[src/rtl/pll_reset_seq_pkg.sv]
// pll_reset_pkg: state encoding and widths shared by pll_reset_seq and its interface.
package pll_reset_pkg;
    typedef enum logic [1:0] {WAIT_LOCK, QUALIFY, RELEASE, RUN} state_e;
    localparam int LOSS_CNT_W = 8;
endpackage

[src/rtl/pll_reset_seq_if.sv]
// pll_reset_seq_if: PLL lock input and staged reset outputs of pll_reset_seq.
// lock_loss_count exists only when PLL_RESET_SEQ_STATUS_EN is defined.
interface pll_reset_seq_if;
    import pll_reset_pkg::*;
    logic locked_in;
    logic core_resetb;
    logic bus_resetb;
    logic ready;
`ifdef PLL_RESET_SEQ_STATUS_EN
    logic [LOSS_CNT_W-1:0] lock_loss_count;
`endif
    modport master (
        input  locked_in,
        output core_resetb,
        output bus_resetb,
        output ready
`ifdef PLL_RESET_SEQ_STATUS_EN
        , output lock_loss_count
`endif
    );
    modport slave (
        output locked_in,
        input  core_resetb,
        input  bus_resetb,
        input  ready
`ifdef PLL_RESET_SEQ_STATUS_EN
        , input lock_loss_count
`endif
    );
endinterface

[src/rtl/pll_reset_seq_bit_sync.sv]
// bit_sync: two-flop synchronizer with synchronous active-low clear.
module bit_sync (
    input  logic clk,
    input  logic rst_n,
    input  logic d,
    output logic q
);
    logic meta_q, meta_d, sync_q, sync_d;
    always_comb begin
        meta_d = d;
        sync_d = meta_q;
    end
    always_ff @(posedge clk) begin
        if (!rst_n) begin
            meta_q <= 1'b0;
            sync_q <= 1'b0;
        end else begin
            meta_q <= meta_d;
            sync_q <= sync_d;
        end
    end
    assign q = sync_q;
endmodule

[src/rtl/pll_reset_seq.sv]
// pll_reset_seq: lock-qualified reset sequencer releasing core reset, then bus reset.
// Define PLL_RESET_SEQ_STATUS_EN to add the saturating lock_loss_count output.
module pll_reset_seq
    import pll_reset_pkg::*;
#(
    parameter int LOCK_CYCLES    = 1024,
    parameter int STAGGER_CYCLES = 16,
    parameter int GLITCH_CYCLES  = 4
) (
    input  logic            clock_in,
    input  logic            resetb,
    pll_reset_seq_if.master bus
);
    localparam int MAX_LS = (LOCK_CYCLES > STAGGER_CYCLES) ? LOCK_CYCLES : STAGGER_CYCLES;
    localparam int MAX_C  = (MAX_LS > GLITCH_CYCLES) ? MAX_LS : GLITCH_CYCLES;
    localparam int CW     = $clog2(MAX_C) + 1;
    localparam logic [CW-1:0] LOCK_END    = CW'(LOCK_CYCLES - 1);
    localparam logic [CW-1:0] STAGGER_END = CW'(STAGGER_CYCLES - 1);
    localparam logic [CW-1:0] GLITCH_END  = CW'(GLITCH_CYCLES);

    logic          lock_s;
    logic          lock_lost;
    state_e        state_q, state_d;
    logic [CW-1:0] cnt_q, cnt_d;
    logic [CW-1:0] glitch_q, glitch_d;
    logic          core_q, core_d;
    logic          run_q, run_d;

    bit_sync u_lock_sync (
        .clk   (clock_in),
        .rst_n (resetb),
        .d     (bus.locked_in),
        .q     (lock_s)
    );

    always_ff @(posedge clock_in) begin
        if (!resetb) begin
            state_q  <= WAIT_LOCK;
            cnt_q    <= '0;
            glitch_q <= '0;
        end else begin
            state_q  <= state_d;
            cnt_q    <= cnt_d;
            glitch_q <= glitch_d;
        end
    end

    // Lock loss only counts once the core side is out of reset.
    always_comb begin
        glitch_d  = ((state_q == RELEASE || state_q == RUN) && !lock_s) ? glitch_q + 1'b1 : '0;
        lock_lost = glitch_d == GLITCH_END;
    end

    always_comb begin
        state_d = state_q;
        cnt_d   = cnt_q + 1'b1;
        case (state_q)
            WAIT_LOCK: begin
                cnt_d = lock_s ? CW'(1) : '0;
                if (lock_s) state_d = QUALIFY;
            end
            QUALIFY: if (!lock_s || cnt_q == LOCK_END) begin
                state_d = lock_s ? RELEASE : WAIT_LOCK;
                cnt_d   = '0;
            end
            RELEASE: if (lock_lost || cnt_q == STAGGER_END) begin
                state_d = lock_lost ? WAIT_LOCK : RUN;
                cnt_d   = '0;
            end
            default: begin
                cnt_d = '0;
                if (lock_lost) state_d = WAIT_LOCK;
            end
        endcase
    end

    always_comb begin
        core_d = state_q == RELEASE || state_q == RUN;
        run_d  = state_q == RUN;
    end

    always_ff @(posedge clock_in) begin
        if (!resetb) begin
            core_q <= 1'b0;
            run_q  <= 1'b0;
        end else begin
            core_q <= core_d;
            run_q  <= run_d;
        end
    end

    assign bus.core_resetb = core_q;
    assign bus.bus_resetb  = run_q;
    assign bus.ready       = run_q;

`ifdef PLL_RESET_SEQ_STATUS_EN
    logic [LOSS_CNT_W-1:0] loss_cnt_q, loss_cnt_d;
    always_comb begin
        loss_cnt_d = (lock_lost && loss_cnt_q != '1) ? loss_cnt_q + 1'b1 : loss_cnt_q;
    end
    always_ff @(posedge clock_in) begin
        if (!resetb) loss_cnt_q <= '0;
        else         loss_cnt_q <= loss_cnt_d;
    end
    assign bus.lock_loss_count = loss_cnt_q;
`endif
endmodule

[src/flat_wrapper.sv]
// flat-port wrapper written by rule: the top's interface ports become plain ports
module pll_reset_seq_flat import pll_reset_pkg::*;
#(
    parameter int LOCK_CYCLES    = 1024,
    parameter int STAGGER_CYCLES = 16,
    parameter int GLITCH_CYCLES  = 4
)
  (clock_in, resetb, bus_locked_in, bus_core_resetb, bus_bus_resetb, bus_ready);
  pll_reset_seq_if bus_i ();
  input  logic clock_in;
  input  logic resetb;
  input wire logic [$bits(bus_i.locked_in)-1:0] bus_locked_in;
  output wire logic [$bits(bus_i.core_resetb)-1:0] bus_core_resetb;
  output wire logic [$bits(bus_i.bus_resetb)-1:0] bus_bus_resetb;
  output wire logic [$bits(bus_i.ready)-1:0] bus_ready;
  assign bus_i.locked_in = bus_locked_in;
  assign bus_core_resetb = bus_i.core_resetb;
  assign bus_bus_resetb = bus_i.bus_resetb;
  assign bus_ready = bus_i.ready;
  pll_reset_seq #(.LOCK_CYCLES(LOCK_CYCLES), .STAGGER_CYCLES(STAGGER_CYCLES), .GLITCH_CYCLES(GLITCH_CYCLES)) u_core (.clock_in(clock_in), .resetb(resetb), .bus(bus_i));
endmodule
[config.mk]
export PLATFORM = sky130hd
export DESIGN_NAME = pll_reset_seq_flat
export DESIGN_NICKNAME = d
export VERILOG_FILES = /design/src/rtl/pll_reset_seq_pkg.sv /design/src/rtl/pll_reset_seq_if.sv /design/src/rtl/pll_reset_seq_bit_sync.sv /design/src/rtl/pll_reset_seq.sv /design/src/flat_wrapper.sv
export SDC_FILE = /design/constraint.sdc
export NUM_CORES = 1
export LEC_CHECK = 0
export ABC_CLOCK_PERIOD_IN_PS = 2700
export CAP_MARGIN = 30
export CORE_MARGIN = 10
export CORE_UTILIZATION = 40
export CTS_CLUSTER_DIAMETER = 30
export CTS_CLUSTER_SIZE = 10
export DETAILED_ROUTE_END_ITERATION = 16
export SLEW_MARGIN = 5
export SYNTH_ARGS = -nofsm -noshare
export SYNTH_HDL_FRONTEND = slang
export SYNTH_SLANG_ARGS = --single-unit
[constraint.sdc]
create_clock -name clock_in -period 2.7 [get_ports clock_in]
set_input_delay 0.81 -clock clock_in [delete_from_list [all_inputs] [get_ports clock_in]]
set_output_delay 0.81 -clock clock_in [all_outputs]
set_load 0.02 [all_outputs]
* After elaboration in Yosys (flattened, before gate mapping) *
Cells that the tools add are included.

operators by class
  equal/unequal tests = 9
  $add $sub $neg = 2
  muxes and demuxes = 12
  reduce and logical (&&, ||, !) cells = 8

operators with widths
  operator                                                           number
  11-bit 2-to-1 mux                                                  3
  11-bit case mux with 3 select lines                                1
  11-bit by 1-bit adder with 11-bit output, second input constant    2
  2-bit 2-to-1 mux                                                   6
  11-bit by 10-bit == test with 1-bit output, second input constant  1
  11-bit by 3-bit == test with 1-bit output, second input constant   1
  11-bit by 4-bit == test with 1-bit output, second input constant   1
  2-bit case mux with 3 select lines                                 1
  2-bit == test, second input constant                               2
  2-bit by 1-bit != test with 1-bit output, second input constant    2
  4-bit AND reduction                                                1
  4-bit nonzero test                                                 1
  1-bit logical OR                                                   3
  2-bit by 1-bit == test with 1-bit output, second input constant    1
  2-bit logical NOT                                                  1
  2-bit != test, second input constant                               1
  1-bit logical AND                                                  1
  1-bit logical NOT                                                  1
  1-bit 2-to-1 mux                                                   1

word-level totals
  output and inout port bits = 3
  bits in registers = 28
  input port bits = 3

* Depth between registers and ports, before layout *
  depth after elaboration = 8
  gate-level depth with buffers = 9

* Cells and area by module *
Synthesis repeated with hierarchy kept, for this count alone.

unflattened totals
  cell total of the unflattened synthesis = 149
  area total of the unflattened synthesis = 1,313.8 sq um

by module, submodules not included
  module         instances  sequential area each (sq um)  area each (sq um)  cells an instance
  pll_reset_seq  1          520.5                         1,261.2            145
  bit_sync       1          40.0                          52.6               4

* Worst setup path before layout *
Ideal clock, no wire load.

  path type = reg-to-reg
  from = reg u_core.glitch_q[0]
  to = reg u_core.cnt_q[10]
  arrival time = 1.973 ns
  library setup time = 0.119 ns
  slack = 0.608 ns
  path buffers = 2
  required time = 2.581 ns
  cell stages (with the launch flop) = 10
  cells stage by stage = dfxtp_1 -> ha_1 -> clkbuf_2 -> xnor2_1 -> nor4b_2 -> nand3_1 -> or4_1 -> buf_2 -> nand4_4 -> nor2_2

on the way
  cells in the longest elaborated chain, start to end = 6

ends and longest elaborated chain
  item                                       line                 text
  start, declared                            pll_reset_seq.sv:25  logic [CW-1:0] glitch_q, glitch_d;
  start signal, assigned                     pll_reset_seq.sv:44  glitch_q <= glitch_d;
  11-bit by 1-bit adder with 11-bit output   pll_reset_seq.sv:50  glitch_d = ((state_q == RELEASE || state_q == RUN) && !lock_s) ? glitch_q + 1'b1 : '0;
  11-bit 2-to-1 mux                          pll_reset_seq.sv:50
  11-bit by 3-bit == test with 1-bit output  pll_reset_seq.sv:51  lock_lost = glitch_d == GLITCH_END;
  1-bit logical OR                           pll_reset_seq.sv:66  RELEASE: if (lock_lost || cnt_q == STAGGER_END) begin
  11-bit 2-to-1 mux                          pll_reset_seq.sv:66
  11-bit case mux with 3 select lines        pll_reset_seq.sv:57  case (state_q)
  end signal, assigned                       pll_reset_seq.sv:43  cnt_q <= cnt_d;
  end, declared                              pll_reset_seq.sv:24  logic [CW-1:0] cnt_q, cnt_d;

Every way passes these cells.
A chain may end at the register's enable or synchronous reset.

* Final worst setup path *
  from = reg u_core.glitch_q[0]
  to = reg u_core.cnt_q[2]

Same word-level chain as after synthesis.

==> metrics.sh <==
CRITICAL-PATH-TOP-DELAY-FAMILY='simple AND/OR/NAND/NOR gates'
VIAS_IN_THE_FIRST_GLOBAL_ROUTE=972
SYN_AVG_CELL_AREA_UM2=8.89
SETUP_TNS_NS=0
SYN-INSTANCE-COUNT=149
HOLDCRITPATHCLASS='flip-flop to flip-flop'
CP_NUM_BUF_INV=0
MAX_CAP_VIOLATIONS=0
CTS.REPORTEDPATHS.CLKPINSLEW_NS=0.16
WL_UM=2270
PWR-SHARE-COMB_PCT=1.5
PLACEMENTROWS=20
LARGEST_FAMILY_OF_LOGIC_CELLS_BY_SYNTHESIZED_AREA='simple AND/OR/NAND/NOR gates'
STATUS='completed'
START_UTIL_PCT=42.7
TRITONCTS_CLOCK_TREE='done'
ASYNC_FLOP_SHARE_PCT=0
HOLD_VIOL_FINAL=0
YOSYS.AREA_SHARE.SIMPLE_PCT=31.4
FINALWEIGHTEDCONGESTION=0.687
TIMING.CRITICAL_PATH.ARRIVAL_NS=2.54
CTS_POST_SETUP_BUFFERS_INSERTED=0
ANTENNADIODECOUNT=0
NUM_VIAS=983
NUM-NETS-FINAL=157
CP-END-KIND='flip-flop'
P_SW_mW=0.129
SYNTHDOMINANTCELLAREASHARE_PCT=42.3
FLOW.AREA_GROWTH_FROM_SYNTHESIS_PCT=9.35
TOTAL_POWER_DRAW_mW=0.700
SKEW_NS=0.0180
SYNTH-COMPOUND-AREA-SHARE_PCT=7.93
GRTUSAGETOTAL_PCT=8.08
DRC=0
INTERNAL_POWER_mW=0.572
POWER.LEAKAGE_nW=0.443
ROOT_BUFFER_CELL='clkbuf_4'
SWITCHING_SHARE_PCT=18.4
NUMPORTBUFFERS=5
POST_ROUTE_UTILIZATION_PCT=46.7
POST_SYNTH_MUX_AREA_SHARE_PCT=0.755
CTS_BUFFERS=3
MAX_CLOCK_FREQ_GHz=0.430
PIN_COUNT=6
CTS-ROOT-TO-SINK-BUFFERS=2
SYN_AREA_MM2=0.00133
CTS-HOLD-FIX-BUFFERS=0
CPMAXSTAGEDELAYCELL='or4_1'
COREAREA_MM2=0.00310
TIMING.FINAL.SETUP_VIOLATIONS=0
H_TREE_DEPTH_REPORTED_BY_CTS=1
SHARE_OF_THE_CLOCK_PERIOD_USED_BY_THE_WORST_PATH_AFTER_LAYOUT_PCT=86.1
POWER.SHARE.CLOCK_PCT=38.9
TIMING.CRITICAL_PATH.REQUIRED_NS=2.92
TIMING_WORST_SETUP_PATH_TYPE='flip-flop to flip-flop'
FIN_CRIT_NS=2.32
WORSTPATHCELLLIST='ha_1 > xnor2_1 > nor4b_2 > nand3_1 > or4_1 > nand4_4 > nor2_2'
GRT.OVERFLOW.TOTAL=0
SLOWEST_DELAY_NS=0.67
YOSYS_REGISTER_BITS=28
SYNTH-XOR-AREA-SHARE_PCT=12.6
MOST_FREQUENT_CELL_AFTER_SYNTHESIS='dfxtp_1'
COMMONEST_CELLS_IN_THE_SYNTHESIZED_NETLIST='dfxtp_1 (28), nor2_1 (15), xnor2_1 (12)'
INSERTION_DELAY_NS=0.33
POWER.SHARE.SEQUENTIAL_PCT=59.7
LARGEST_VDD_SUPPLY_DROP_V=0.000372
CRITICAL_PATH.MAX_FANOUT=10
SYNTH_AREA_LEADERS='dfxtp_1 (42%), xnor2_1 (7.9%), nor2_2 (5.2%), xor2_1 (4.6%), nor2_1 (4.2%)'
ANT_NETS=0
HEADROOM_TO_THE_MAX_SLEW_LIMIT_PCT=70.7
TOTAL_AREA_OF_SEQUENTIAL_CELLS_UM2=561
STARTPOINT_TYPE='flip-flop'
SYNTH_FP_NETS=154
ANTENNA_FOUND_INITIAL=0
DRIVE_GT1_SHARE_PCT=13.2
CTS_REPAIR_RESIZE_COUNT=0
SYNTH_SEQ_AREA_SHARE_PCT=42.3
FILL_CELLS=321
POWERDENSITY_mW_PER_MM2=483
MULTIINPUTGATEAREA_UM2=723
GRT_FIRST_PASS_WIRELENGTH_UM=4090
NETLIST.TOP_CELL.BY_AREA='dfxtp_1'
CHIPHEIGHT_UM=77.6
GRT_SETUP_UNREPAIRED='false'
DRT-VIAS-PER-INSTANCE=5.04
NUMBER_OF_DIFFERENT_LIBRARY_CELLS_IN_THE_POST_SYNTHESIS_NETLIST=37
LARGEST_NET_DEGREE_AT_THE_START_OF_GLOBAL_ROUTING=17
SYNTH_FF_TYPE='dfxtp_1'
WIRE_PER_INST_UM=11.6
DIE-AREA_MM2=0.00601
DIE_WIDTH_UM=77.6
CTS.SINKS=28
SYNTH_ENABLE_FLOP_CELLS=0
MAX_SLEW.WORST_PIN.SLEW_NS=0.438
DPL.HPWL_UM=1730
FIRST_ITER_VIOLATIONS=76
COUNT_OF_PINS_OVER_THEIR_SLEW_LIMIT=0
SYNTH-ADDER-AREA-SHARE_PCT=1.89
DR.PASS1.ITERS=4
YS_WARN_COUNT=0
## power by group through the flow
stage / logic [mW] / registers, mW / clock network [mW]
floorplan: 0.00779 / 0.425 / 0
global placement: 0.0101 / 0.427 / 0
detailed placement: 0.0106 / 0.427 / 0
CTS: 0.0106 / 0.418 / 0.280
global route: 0.0118 / 0.419 / 0.298
finish: 0.0104 / 0.418 / 0.272
## metrics by stage
stage | hold WS, ns | worst slack (ns) | area, um2 | std cells
floorplan | 0.412 | 0.608 | 1330 | 149
global placement | 0.436 | 0.411 | 1400 | 191
detailed placement | 0.426 | 0.376 | 1400 | 191
CTS | 0.462 | 0.366 | 1450 | 195
global route | 0.484 | 0.205 | 1450 | 195
finish | 0.455 | 0.377 | 1450 | 195
## final timing paths
check	cells past startpoint	slack, ns	startpoint	endpoint
max	7	0.38	u_core.glitch_q[0]	u_core.cnt_q[2]
min	1	0.45	u_core.u_lock_sync.meta_q	u_core.u_lock_sync.q
max reg2reg	7	0.38	u_core.glitch_q[0]	u_core.cnt_q[2]
min reg2reg	1	0.45	u_core.u_lock_sync.meta_q	u_core.u_lock_sync.q
## per-layer routing
layer,vias to the layer above,wire [um],GRT usage [%]
met4,0,21,2.19
met3,2,57,2.88
met5,-,0,0
met1,466,1050,8.59
li1,511,-,-
met2,4,1140,14.7
## cell usage in the layout (no fill, tap or decap), types with 2 or more instances in the layout
| cell | Yosys | routed |
|---|---|---|
| nand2_1 | 10 | 10 |
| a21oi_1 | 4 | 4 |
| or3_1 | 2 | 2 |
| nor2_1 | 15 | 15 |
| nand3_1 | 9 | 9 |
| inv_1 | 2 | 2 |
| clkbuf_4 | 0 | 3 |
| clkdlybuf4s50_1 | 0 | 5 |
| and3_1 | 6 | 6 |
| xor2_1 | 7 | 7 |
| nor2_2 | 11 | 11 |
| ha_1 | 2 | 2 |
| dfxtp_1 | 28 | 28 |
| a31oi_1 | 4 | 4 |
| nor3_1 | 5 | 5 |
| xnor2_1 | 12 | 12 |
| and2_1 | 4 | 4 |
| o21ai_0 | 4 | 4 |
| a21boi_0 | 2 | 2 |
## kinds of logic after synthesis
| logic type | Yosys count |
|---|---|
| and+or+nand+nor | 73 |
| DFF | 28 |
| xor gates and xnor gates | 19 |
| AOI/OAI and AO/OA | 17 |
| buffers and inverters | 9 |
| adders and majority gates | 2 |
| muxes | 1 |
## registers in the layout (all words and copies together), names as in the netlist
| name | flops |
|---|---|
| u_core.cnt_q | 11 |
| u_core.glitch_q | 11 |
| u_core.state_q | 2 |
| u_core.bus.bus_resetb | 1 |
| u_core.bus.core_resetb | 1 |
| u_core.u_lock_sync.meta_q | 1 |
| u_core.u_lock_sync.q | 1 |
## final cells by class
class                      count  share of cell area [%]
timing repair buffer           5                    3.45
sequential                    28                    38.7
clock inverter                 1                    2.07
multi-input combinational    112                    49.9
tap                           44                    3.80
clock buffer                   3                    1.55
inverter                       2                   0.518
Power figures use the tool's default switching activity.
